==> src/rtl/tm1638_frame_sequencer.sv <==
// TM1638 frame sequencer: arbitrates image updates, brightness changes and periodic
// refresh, then streams the command/data bytes of one frame to the byte-serial engine.
module tm1638_frame_sequencer #(
    parameter int         REFRESH_CYCLES = 1_000_000,
    parameter logic [2:0] DEF_BRIGHT     = 3'd7
) (
    input  logic         clk,
    input  logic         rst,
    input  logic         upd_req,
    input  logic [127:0] data_in,
    output logic         upd_ack,
    input  logic         bright_req,
    input  logic [2:0]   bright_in,
    input  logic         disp_on_in,
    output logic         bright_ack,
    output logic [7:0]   tx_byte,
    output logic         tx_last,
    output logic         tx_valid,
    input  logic         tx_ready,
    input  logic         tx_idle,
    output logic         busy,
    output logic         frame_done
);
    localparam int               CNT_W    = $clog2(REFRESH_CYCLES);
    localparam logic [CNT_W-1:0] CNT_MAX  = CNT_W'(REFRESH_CYCLES - 1);
    localparam logic [7:0]       CMD_MODE = 8'h40;
    localparam logic [7:0]       CMD_ADDR = 8'hC0;

    typedef enum logic [3:0] {
        S_IDLE, S_MODE, S_WAIT_MODE, S_ADDR, S_DATA,
        S_WAIT_DATA, S_CTRL, S_WAIT_CTRL, S_DONE
    } state_t;

    state_t           state, state_nxt;
    logic [7:0]       image [16];
    logic [2:0]       bright;
    logic             disp_on;
    logic [3:0]       idx;
    logic [CNT_W-1:0] refresh_cnt;
    logic             refresh_pend;
    logic             take_upd, take_bright, start_full;
    logic [7:0]       ctrl_byte;

    assign ctrl_byte  = {4'b1000, disp_on, bright};
    assign busy       = (state != S_IDLE) && (state != S_DONE);
    assign frame_done = (state == S_DONE);

    // NOTE: every output of this block gets a default first, so no path leaves one unassigned (no latch).
    always_comb begin
        state_nxt   = state;
        take_upd    = 1'b0;
        take_bright = 1'b0;
        start_full  = 1'b0;
        tx_valid    = 1'b0;
        tx_byte     = 8'h00;
        tx_last     = 1'b0;
        case (state)
            S_IDLE: begin
                if (upd_req) begin
                    take_upd    = 1'b1;
                    take_bright = bright_req;
                    start_full  = 1'b1;
                    state_nxt   = S_MODE;
                end else if (bright_req) begin
                    take_bright = 1'b1;
                    state_nxt   = S_CTRL;
                end else if (refresh_pend) begin
                    start_full = 1'b1;
                    state_nxt  = S_MODE;
                end
            end
            S_MODE: begin
                tx_valid = 1'b1;
                tx_byte  = CMD_MODE;
                tx_last  = 1'b1;
                if (tx_ready) state_nxt = S_WAIT_MODE;
            end
            S_WAIT_MODE: if (tx_idle) state_nxt = S_ADDR;
            S_ADDR: begin
                tx_valid = 1'b1;
                tx_byte  = CMD_ADDR;
                if (tx_ready) state_nxt = S_DATA;
            end
            S_DATA: begin
                tx_valid = 1'b1;
                tx_byte  = image[idx];
                tx_last  = (idx == 4'd15);
                if (tx_ready && idx == 4'd15) state_nxt = S_WAIT_DATA;
            end
            S_WAIT_DATA: if (tx_idle) state_nxt = S_CTRL;
            S_CTRL: begin
                tx_valid = 1'b1;
                tx_byte  = ctrl_byte;
                tx_last  = 1'b1;
                if (tx_ready) state_nxt = S_WAIT_CTRL;
            end
            S_WAIT_CTRL: if (tx_idle) state_nxt = S_DONE;
            S_DONE:      state_nxt = S_IDLE;
            default:     state_nxt = S_IDLE;
        endcase
    end

    // NOTE: sequential state uses non-blocking assignments so every flop samples pre-edge values.
    always_ff @(posedge clk) begin
        if (rst) begin
            state        <= S_IDLE;
            upd_ack      <= 1'b0;
            bright_ack   <= 1'b0;
            bright       <= DEF_BRIGHT;
            disp_on      <= 1'b1;
            idx          <= 4'd0;
            refresh_cnt  <= '0;
            refresh_pend <= 1'b1;
            // NOTE: the image is a 16-byte flop array, not a RAM, so it can be cleared on reset.
            for (int i = 0; i < 16; i++) image[i] <= 8'h00;
        end else begin
            state      <= state_nxt;
            upd_ack    <= take_upd;
            bright_ack <= take_bright;
            if (take_upd) begin
                for (int i = 0; i < 16; i++) image[i] <= data_in[127-8*i -: 8];
            end
            if (take_bright) begin
                bright  <= bright_in;
                disp_on <= disp_on_in;
            end
            if (start_full) idx <= 4'd0;
            else if (state == S_DATA && tx_ready) idx <= idx + 4'd1;
            // A frame start wins over a coincident wrap; a wrap mid-frame stays pending.
            if (start_full) begin
                refresh_cnt  <= '0;
                refresh_pend <= 1'b0;
            end else if (refresh_cnt == CNT_MAX) begin
                refresh_cnt  <= '0;
                refresh_pend <= 1'b1;
            end else begin
                refresh_cnt <= refresh_cnt + CNT_W'(1);
            end
        end
    end
endmodule

==> config.mk <==
export PLATFORM = sky130hd
export DESIGN_NAME = tm1638_frame_sequencer
export DESIGN_NICKNAME = d
export VERILOG_FILES = /design/src/rtl/tm1638_frame_sequencer.sv
export SDC_FILE = /design/constraint.sdc
export NUM_CORES = 1
export LEC_CHECK = 0
export ABC_AREA = 1
export CAP_MARGIN = 30
export CORE_MARGIN = 8
export CORE_UTILIZATION = 57
export DETAILED_ROUTE_END_ITERATION = 8
export HOLD_SLACK_MARGIN = 0.08
export PLACE_DENSITY = 0.93
export SYNTH_ARGS = -nofsm -noshare
export SYNTH_HDL_FRONTEND = slang
export SYNTH_SLANG_ARGS = --single-unit
==> constraint.sdc <==
create_clock -name clk -period 8.9 [get_ports clk]
set_input_delay 1.78 -clock clk [delete_from_list [all_inputs] [get_ports clk]]
set_output_delay 1.78 -clock clk [all_outputs]
set_load 0.005 [all_outputs]
==> flow_summary_export.csv, run 1 <==
group,metric,value,unit
setup_path,crit_path_start_kind,"register",
setup_path,path_buf_inv,4,
final_layout,layout_commonest_cell,"nand2_1",
final_layout,fin_util,72.8,%
die,start_util,58.4,%
cts,tritoncts,"yes",
drt,routedWlPerCell,15.8,um
power,cellPowerDensity,219,nW/um2
synth,ys_ff_latch,167,
setup_path,crit_arrival,3.18,ns
final_layout,area_growth,24.8,%
synth,synth_enable_flop_cells,128,
final_layout,n_antenna_cell,0,
min_path,worstHoldStart,"disp_on",
global_route,grt_max_degree,70,
sta,period_needed,4.96,ns
setup_path,worstPathCellList,"buf_4 -> inv_2 -> buf_12 -> nand2_1 -> nand3_1 -> nand3_1 -> nand3_1 -> nand2_1 -> nand2_1 -> nand2_1 -> clkdlybuf4s50_1",
place,hpwlAfterDp,14.5,mm
setup_path,crit_fanout,69,
cts,ctsHoldBuffers,0,
sta,finClkSkew,0.00618,ns
sta,rsz0062_at_grt,"false",
drt,drtIter0Drc,964,
sta,setup_viol,0,
setup_path,worst_r2r_startpoint,"state[2]",
setup_path,r2r-end,"image[14][7]",
synth,netlist_area,8520,um2
global_route,antenna_found_initial,0,
cts,clk_latency,0.43,ns
drt,drt_first_pass_iters,6,
sta,tightest_slew,1.02,ns
drt,drtAntennaViolNets,0,
sta,clock.fmax,202,MHz
synth,yosysSeqAreaShare,54.3,%
final_layout,nNetsFinal,1309,
cts,postCtsSetupBuffers,0,
setup_path,cp_top_family,"buffers and inverters",
setup_path,worstRegToRegCells,6,
power,leakagePower,4.73,nW
synth,ys_async_sr_fraction,0,%
flow_run,maxCapViolations,0,
die,die_area,19100,um2
synth,synthesis.nets,1175,
global_route,grt_pass1_vias,6939,
min_path,hold_end,"disp_on",
setup_path,worst_path_largest_cell_delay,0.55,ns
die,core.rowCount,44,
die,ios,152,
place,dp_cells,1333,
setup_path,crit_type,"reg2out",
place,gp_congestion,0.836,
min_path,hold_path.class,"reg2reg",
die,die_w,138,um
cts,cts.sinks,167,
setup_path,crit_slowest_cell,"buf_4",
cts,cts_buffer_depth,2,
place,port_buffers,151,
sta,finalSetupTns,0,ns
drt,vias,7102,
run_status,status,"completed",
die,placeableCoreArea,14600,um2
synth,yosysWarnings,0,
final_layout,fin_cells,1366,
global_route,grt_pass1_wl,34.6,mm
setup_path,cp.required,7.12,ns
cts,path_clk_slew,0.06,ns
setup_path,crit_top_cell,"nand2_1",
drt,drc,0,
synth,ys_types,38,
power,vdd_drop_max,143,uV
sta,drv_slew,0,
synth,synth_top_family_by_area,"simple AND/OR/NAND/NOR gates",
cts,cts_resized,0,
sta,finalHoldViolCount,0,
sta,holdWs,0.461,ns
setup_path,r2r_setup_slack,6.19,ns
global_route,grt.total_usage,22.5,%
global_route,global_route.overflow_total,0,
synth,synth_area_per_cell,8.23,um2
die,die_y,138,um
cts,root_buffer,"clkbuf_16",
synth,synthMuxAreaShare,0,%
setup_path,end_kind,"primary output",
synth,yosys.area_share.simple,29.1,%
cts,htree_num_levels,4,
final_layout,final_layout_size_suffix_gt1_share,7.78,%
synth,synth-compound-area-share,2.48,%
power,finalPower,0.00232,W
drt,wl,21.6,mm
drt,routed_via_density,5.20,
synth,synthXorXnorAreaFrac,0.823,%
sta,min_period_over_period,55.7,%
synth,syn_inst,1035,
final_layout,final_cell_mix,"232 x nand2_1, 211 x inv_1, 169 x nor2_1",
sta,relSlewSlack,32.2,%
min_path,whs_path_depth,2,
synth,synthAdderAreaFrac,0.294,%
cts,numCtsBuffers,17,
synth,ys.flop_type,"edfxtp_1",
how the worst max path moves through the flow:
stage,startpoint,end,depth (start not counted)
after global routing,register,tx_byte[0],11
after floorplan,rst,image[0][0],3
final,register,tx_byte[0],11
after detailed placement,rst,image[14][2],4
after CTS,register,tx_byte[0],11
after global placement,rst,image[14][0],4
Yosys cell counts (all sizes together) (2+ instances only):
| master | number | area share [%] |
|---|---|---|
| nand2 | 237 | 11 |
| inv | 216 | 9.5 |
| nor2 | 206 | 11 |
| edfxtp | 128 | 45 |
| nand3 | 100 | 6.0 |
| dfxtp | 39 | 9.2 |
| buf | 35 | 3.1 |
| o21ai | 17 | 1.0 |
| a21oi | 14 | 0.82 |
| clkbuf | 6 | 0.26 |
| nand4 | 6 | 0.44 |
| xor2 | 6 | 0.62 |
| nor3 | 5 | 0.41 |
| o211ai | 5 | 0.44 |
| clkinv | 3 | 0.15 |
| nand3b | 3 | 0.26 |
| ha | 2 | 0.29 |
| nor3b | 2 | 0.24 |
| xnor2 | 2 | 0.21 |
final cells by class:
class / count / area (um2)
Fill cell: 987 / 3960
Tap cell: 184 / 230
Clock inverter: 14 / 150
Multi-Input combinational cell: 608 / 2790
Timing Repair Buffer: 156 / 1580
Clock buffer: 18 / 429
Inverter: 219 / 826
Sequential cell: 167 / 4630
tightest hold or removal path, stage by stage, from the launching register on:
cell and delay, ns:
dfxtp_1 0.32, nand2_1 0.05, nand3_1 0.05
report_power, final:
part / switching (W) / internal, W / total [W] / leakage [nW]
Sequential: 0.0000525 / 0.00101 / 0.00107 / 1.67
Clock: 0.000307 / 0.000415 / 0.000722 / 0.279
Combinational: 0.000333 / 0.000203 / 0.000536 / 2.78
Total: 0.000692 / 0.00163 / 0.00232 / 4.73
routing by layer:
| layer | GRT usage (%) | up-vias | wire [um] |
|---|---|---|---|
| met5 | 0 | - | 0 |
| met4 | 10.2 | 0 | 714 |
| met3 | 5.58 | 51 | 1880 |
| met2 | 36.9 | 400 | 10500 |
| met1 | 27.4 | 3203 | 8510 |
| li1 | - | 3448 | - |
per-stage QoR:
stage	worst slack [ns]	area [um2]
after CTS	3.74	10600
after floorplan	3.44	8520
after global placement	3.83	10000
after detailed placement	3.73	10000
after global routing	3.79	10600
final	3.94	10600
registers in the layout, summed over array words and instances (netlist names), named ones only:
name          flops
idx               4
refresh_cnt      20
bright            3
upd_ack           1
state             4
disp_on           1
refresh_pend      1
image           128
bright_ack        1
logic make-up after synthesis:
family                     after synthesis
adders and majority gates                2
buffers and inverters                  260
xor gates and xnor gates                 8
AOI/OAI and AO/OA                       38
and+or+nand+nor                        560
DFF                                    167
(Power assumes the default switching activity.)
==> run 2, diff against run 1 <==
--- a/config.mk
+++ b/config.mk
@@ -8,10 +8,10 @@
 export ABC_AREA = 1
 export CAP_MARGIN = 30
 export CORE_MARGIN = 8
-export CORE_UTILIZATION = 57
+export CORE_UTILIZATION = 53
 export DETAILED_ROUTE_END_ITERATION = 8
 export HOLD_SLACK_MARGIN = 0.08
-export PLACE_DENSITY = 0.93
+export PLACE_DENSITY = 0.87
 export SYNTH_ARGS = -nofsm -noshare
 export SYNTH_HDL_FRONTEND = slang
 export SYNTH_SLANG_ARGS = --single-unit
==> constraint.sdc (replaced) <==
create_clock -name clk -period 4.85 [get_ports clk]
set_input_delay 0.97 -clock clk [delete_from_list [all_inputs] [get_ports clk]]
set_output_delay 0.97 -clock clk [all_outputs]
set_load 0.005 [all_outputs]
==> flow_summary_export.csv, run 2 (same netlist as run 1, synthesis figures left out) <==
group,metric,value,unit
run_status,status,"completed",
global_route,antenna_found_initial,0,
final_layout,final_cell_mix,"232 x nand2_1, 211 x inv_1, 169 x nor2_1",
die,core.rowCount,46,
place,post-place-ws,1.58,ns
final_layout,layout_commonest_cell,"nand2_1",
final_layout,largest_registers,"image: 128 flops, refresh_cnt: 20 flops",
power,vdd_drop_max,282,uV
setup_path,crit_top_cell,"nand2_1",
cts,cts_resized,0,
setup_path,worstPathCellList,"buf_4 -> nand2_1 -> nand2_1 -> nand2_1 -> nand3_1 -> nand3_1 -> nand2_1 -> nand2_1 -> nand2_1 -> clkdlybuf4s50_1",
place,port_buffers,151,
cts,postCtsSetupBuffers,0,
power,leakagePower,4.75,nW
drt,vias,7065,
final_layout,fin_cells,1401,
cts,root_buffer,"clkbuf_16",
cts,cts_buffer_depth,2,
final_layout,fillCellCount,1239,
final_layout,area_growth,25.5,%
drt,drtIter0Drc,825,
cts,tritoncts,"yes",
sta,worst_slack,1.23,ns
cts,path_clk_slew,0.06,ns
die,die_y,143,um
setup_path,crit_fanout,68,
setup_path,crit_arrival,2.65,ns
sta,rsz0062_at_grt,"false",
setup_path,r2r_setup_slack,2.65,ns
place,hpwlAfterDp,15.2,mm
global_route,grt_pass1_vias,6886,
sta,min_period_over_period,74.6,%
die,die_area,20400,um2
power,cellPowerDensity,400,nW/um2
sta,drv_slew,0,
final_layout,top_register,"image",
global_route,grt_pass1_wl,34.0,mm
sta,period_needed,3.62,ns
setup_path,cp.required,3.88,ns
sta,finalHoldViolCount,0,
die,placeableCoreArea,15800,um2
cts,numCtsBuffers,17,
drt,routedWlPerCell,15.3,um
final_layout,nNetsFinal,1312,
global_route,global_route.overflow_total,0,
sta,relSlewSlack,50.9,%
sta,finalSetupTns,0,ns
cts,cts.sinks,167,
setup_path,end_kind,"primary output",
setup_path,path_buf_inv,2,
setup_path,crit_type,"reg2out",
die,start_util,54.0,%
global_route,grt_max_degree,69,
sta,clock.fmax,276,MHz
final_layout,n_antenna_cell,0,
cts,ctsHoldBuffers,0,
place,gp_congestion,0.797,
setup_path,cp_top_family,"buffers and inverters",
global_route,grt.total_usage,21.6,%
sta,setup_viol,0,
min_path,hold_path.class,"reg2reg",
drt,drtAntennaViolNets,0,
sta,finClkSkew,0.0135,ns
place,dp_cells,1368,
die,die_w,143,um
drt,routed_via_density,5.04,
power,finalPower,0.00427,W
sta,tightest_slew,0.736,ns
drt,drt_first_pass_iters,6,
final_layout,largest_reg_flops,128,
die,ios,152,
final_layout,final_layout_size_suffix_gt1_share,8.02,%
cts,htree_num_levels,4,
drt,wl,21.5,mm
cts,clk_latency,0.44,ns
setup_path,crit_slowest_cell,"buf_4",
flow_run,maxCapViolations,0,
setup_path,worst_path_largest_cell_delay,0.57,ns
setup_path,crit_path_start_kind,"register",
final_layout,fin_util,67.8,%
drt,drc,0,
-- run 2: cell types whose count changed in the layout (fill, tap and decap cells not counted), sizes merged --
cell      delta
inv          +2
clkinv       +1
buf          +3
clkinvlp     -3
-- run 2: per-layer routing --
metal  vias to the layer above  GRT usage (%)  part of all wire (%)
met4                         0           9.06                   2.8
met2                       375           35.4                    47
met3                        46           5.01                   8.7
met1                      3194           26.8                    41
li1                       3450              -                     -
met5                         -              0                     0
-- run 2: final cells by class --
cell class / instances / area, um2 / area share [%]
clock buffer: 18 / 429 / 4.02
sequential: 167 / 4630 / 43.3
multi-input combinational: 608 / 2790 / 26.1
timing repair buffer: 159 / 1600 / 15.0
clock inverter: 14 / 146 / 1.37
inverter: 219 / 826 / 7.73
tap: 216 / 270 / 2.53
-- run 2: through the flow --
stage	hold slack, ns	area (um2)
after floorplan	0.429	8520
after global placement	0.443	10100
after detailed placement	0.452	10100
after CTS	0.472	10700
after global routing	0.492	10700
final	0.472	10700
-- run 2: path summary, 6_finish.rpt --
kind              startpoint          end  cells after the start
setup / recovery    register   tx_byte[3]                     10
hold / removal     bright[2]    bright[2]                      2
setup reg to reg    state[2]  image[4][7]                      6
hold reg to reg    bright[2]    bright[2]                      2
-- run 2: worst min-delay path: cells and delay by family, from the launching register on --
kind             cells  cell delay (ns)
flip-flops           1             0.34
AND/OR/NAND/NOR      2             0.11
-- run 2: where the power goes --
| part | internal [W] | total, W | switching [W] |
|---|---|---|---|
| clock | 0.000762 | 0.00133 | 0.000568 |
| combinational | 0.000379 | 0.000985 | 0.000607 |
| sequential | 0.00186 | 0.00196 | 0.000100 |
==> run 3, diff against run 2 <==
--- a/config.mk
+++ b/config.mk
@@ -8,10 +8,10 @@
 export ABC_AREA = 1
 export CAP_MARGIN = 30
 export CORE_MARGIN = 8
-export CORE_UTILIZATION = 53
+export CORE_UTILIZATION = 48
 export DETAILED_ROUTE_END_ITERATION = 8
 export HOLD_SLACK_MARGIN = 0.08
-export PLACE_DENSITY = 0.87
+export PLACE_DENSITY = 0.84
 export SYNTH_ARGS = -nofsm -noshare
 export SYNTH_HDL_FRONTEND = slang
 export SYNTH_SLANG_ARGS = --single-unit
==> constraint.sdc (replaced) <==
create_clock -name clk -period 3.3 [get_ports clk]
set_input_delay 0.66 -clock clk [delete_from_list [all_inputs] [get_ports clk]]
set_output_delay 0.66 -clock clk [all_outputs]
set_load 0.005 [all_outputs]
==> flow_summary_export.csv, run 3 (same netlist as run 1, synthesis figures left out) <==
group,metric,value,unit
cts,ctsHoldBuffers,0,
sta,finalSetupTns,0,ns
drt,drtAntennaViolNets,0,
final_layout,largest_reg_flops,128,
final_layout,nNetsFinal,1321,
setup_path,worstRegToRegCells,6,
final_layout,layout_commonest_cell,"nand2_1",
flow_run,maxCapViolations,0,
setup_path,crit_arrival,2.50,ns
sta,finalHoldViolCount,0,
setup_path,end_kind,"primary output",
min_path,worstHoldStart,"bright[1]",
global_route,grt_pass1_vias,6830,
final_layout,n_antenna_cell,0,
sta,clock.fmax,316,MHz
cts,root_buffer,"clkbuf_16",
drt,drtIter0Drc,671,
power,p_sw,0.00179,W
drt,vias,6913,
place,post-place-ws,0.547,ns
place,placed_area,10200,um2
cts,clk_latency,0.43,ns
setup_path,crit_path_start_kind,"register",
power,comb_power_share,23.4,%
cts,path_clk_slew,0.06,ns
power,pwr-share-seq,46.5,%
cts,htree_num_levels,4,
drt,wl,21.2,mm
global_route,grt_max_degree,58,
power,p_int,0.00442,W
sta,worst_slack,0.140,ns
die,die_area,22300,um2
global_route,grt.total_usage,19.5,%
setup_path,crit_fanout,38,
die,core.rowCount,48,
place,port_buffers,151,
setup_path,worst_r2r_startpoint,"state[0]",
drt,drt_first_pass_iters,6,
setup_path,r2r-end,"image[2][6]",
die,die_y,149,um
final_layout,final_cell_mix,"232 x nand2_1, 211 x inv_1, 169 x nor2_1",
run_status,status,"completed",
cts,cts_buffer_depth,2,
sta,relSlewSlack,55.5,%
sta,rsz0062_at_grt,"false",
final_layout,fin_area,10700,um2
die,placeableCoreArea,17300,um2
cts,cts.sinks,167,
power,p_clk_share,30.1,%
power,cellPowerDensity,578,nW/um2
setup_path,cp.required,2.64,ns
setup_path,r2r_setup_slack,1.41,ns
drt,routedWlPerCell,14.9,um
sta,min_period_over_period,95.8,%
sta,tightest_slew,0.666,ns
sta,setup_viol,0,
place,hpwlAfterDp,15.6,mm
min_path,whs_path_depth,2,
min_path,hold_path.class,"reg2reg",
power,vdd_drop_max,343,uV
global_route,antenna_found_initial,0,
sta,holdWs,0.464,ns
global_route,global_route.overflow_total,0,
die,start_util,49.2,%
global_route,grt_pass1_wl,33.9,mm
min_path,hold_end,"bright[1]",
sta,period_needed,3.16,ns
drt,routed_via_density,4.87,
cts,numCtsBuffers,17,
sta,finClkSkew,0.00980,ns
final_layout,largest_registers,"image: 128 flops, refresh_cnt: 20 flops",
power,finalPower,0.00621,W
final_layout,final_layout_size_suffix_gt1_share,7.87,%
sta,drv_slew,0,
final_layout,area_growth,26.2,%
place,gp_congestion,0.895,
setup_path,crit_type,"reg2out",
power,leakagePower,4.76,nW
power,swShare,28.8,%
cts,tritoncts,"yes",
die,ios,152,
die,die_w,149,um
final_layout,top_register,"image",
drt,drc,0,
## run 3: changes by cell type in the layout (fill, tap and decap cells not counted), sizes merged
cell,delta
clkinvlp,+1
buf,+9
clkbuf,+10
clkinv,-6
inv,-5
## run 3: worst max-delay path by stage
stage,to,slack (ns),startpoint,cells past startpoint
after floorplan,image[0][0],0.18,rst,3
after global placement,tx_byte[0],0.61,register,10
after detailed placement,tx_byte[5],0.55,register,10
after CTS,tx_byte[3],0.07,register,10
after global routing,tx_byte[5],0.02,register,10
final,tx_byte[1],0.14,register,8
## run 3: routing by layer
layer	GRT usage (%)	routed length, um
met1	23.5	8590
met2	32.6	10400
met3	4.43	1590
met4	8.93	652
met5	0	0
## run 3: area by class of cell
cell class / instances / area (um2)
clock inverter: 4 / 76.3
clock buffer: 28 / 467
sequential: 167 / 4630
tap: 225 / 282
multi-input combinational: 608 / 2800
fill: 1388 / 6550
timing repair buffer: 168 / 1670
inverter: 219 / 826
## run 3: critical path: stages, from the launching register on
cell	delay [ns]
dfxtp_1	0.31
inv_2	0.49
nand3_1	0.25
nand3_1	0.14
nand3_1	0.08
nand2_1	0.10
nand2_1	0.05
nand2_1	0.12
clkdlybuf4s50_1	0.52
## run 3: power by group through the flow
stage / clock network (W) / logic [W] / registers (W)
CTS: 0.00188 / 0.00145 / 0.00289
floorplan: 0 / 0.000954 / 0.00288
finish: 0.00187 / 0.00145 / 0.00289
global route: 0.00198 / 0.00162 / 0.00293
global placement: 0 / 0.00141 / 0.00292
detailed placement: 0 / 0.00144 / 0.00293
## run 3: per-stage QoR
stage / cells / utilization (%)
after floorplan: 1035 / -
after global placement: 1387 / 58.9
after detailed placement: 1387 / 58.9
after CTS: 1419 / 62.1
after global routing: 1419 / 62.1
final: 1419 / 62.1
## run 3: timing repair
action	in CTS	in global routing
resized for setup	0	3
buffers inserted	0	0
endpoints found under the setup margin	0	6
endpoints found under the hold margin	0	0
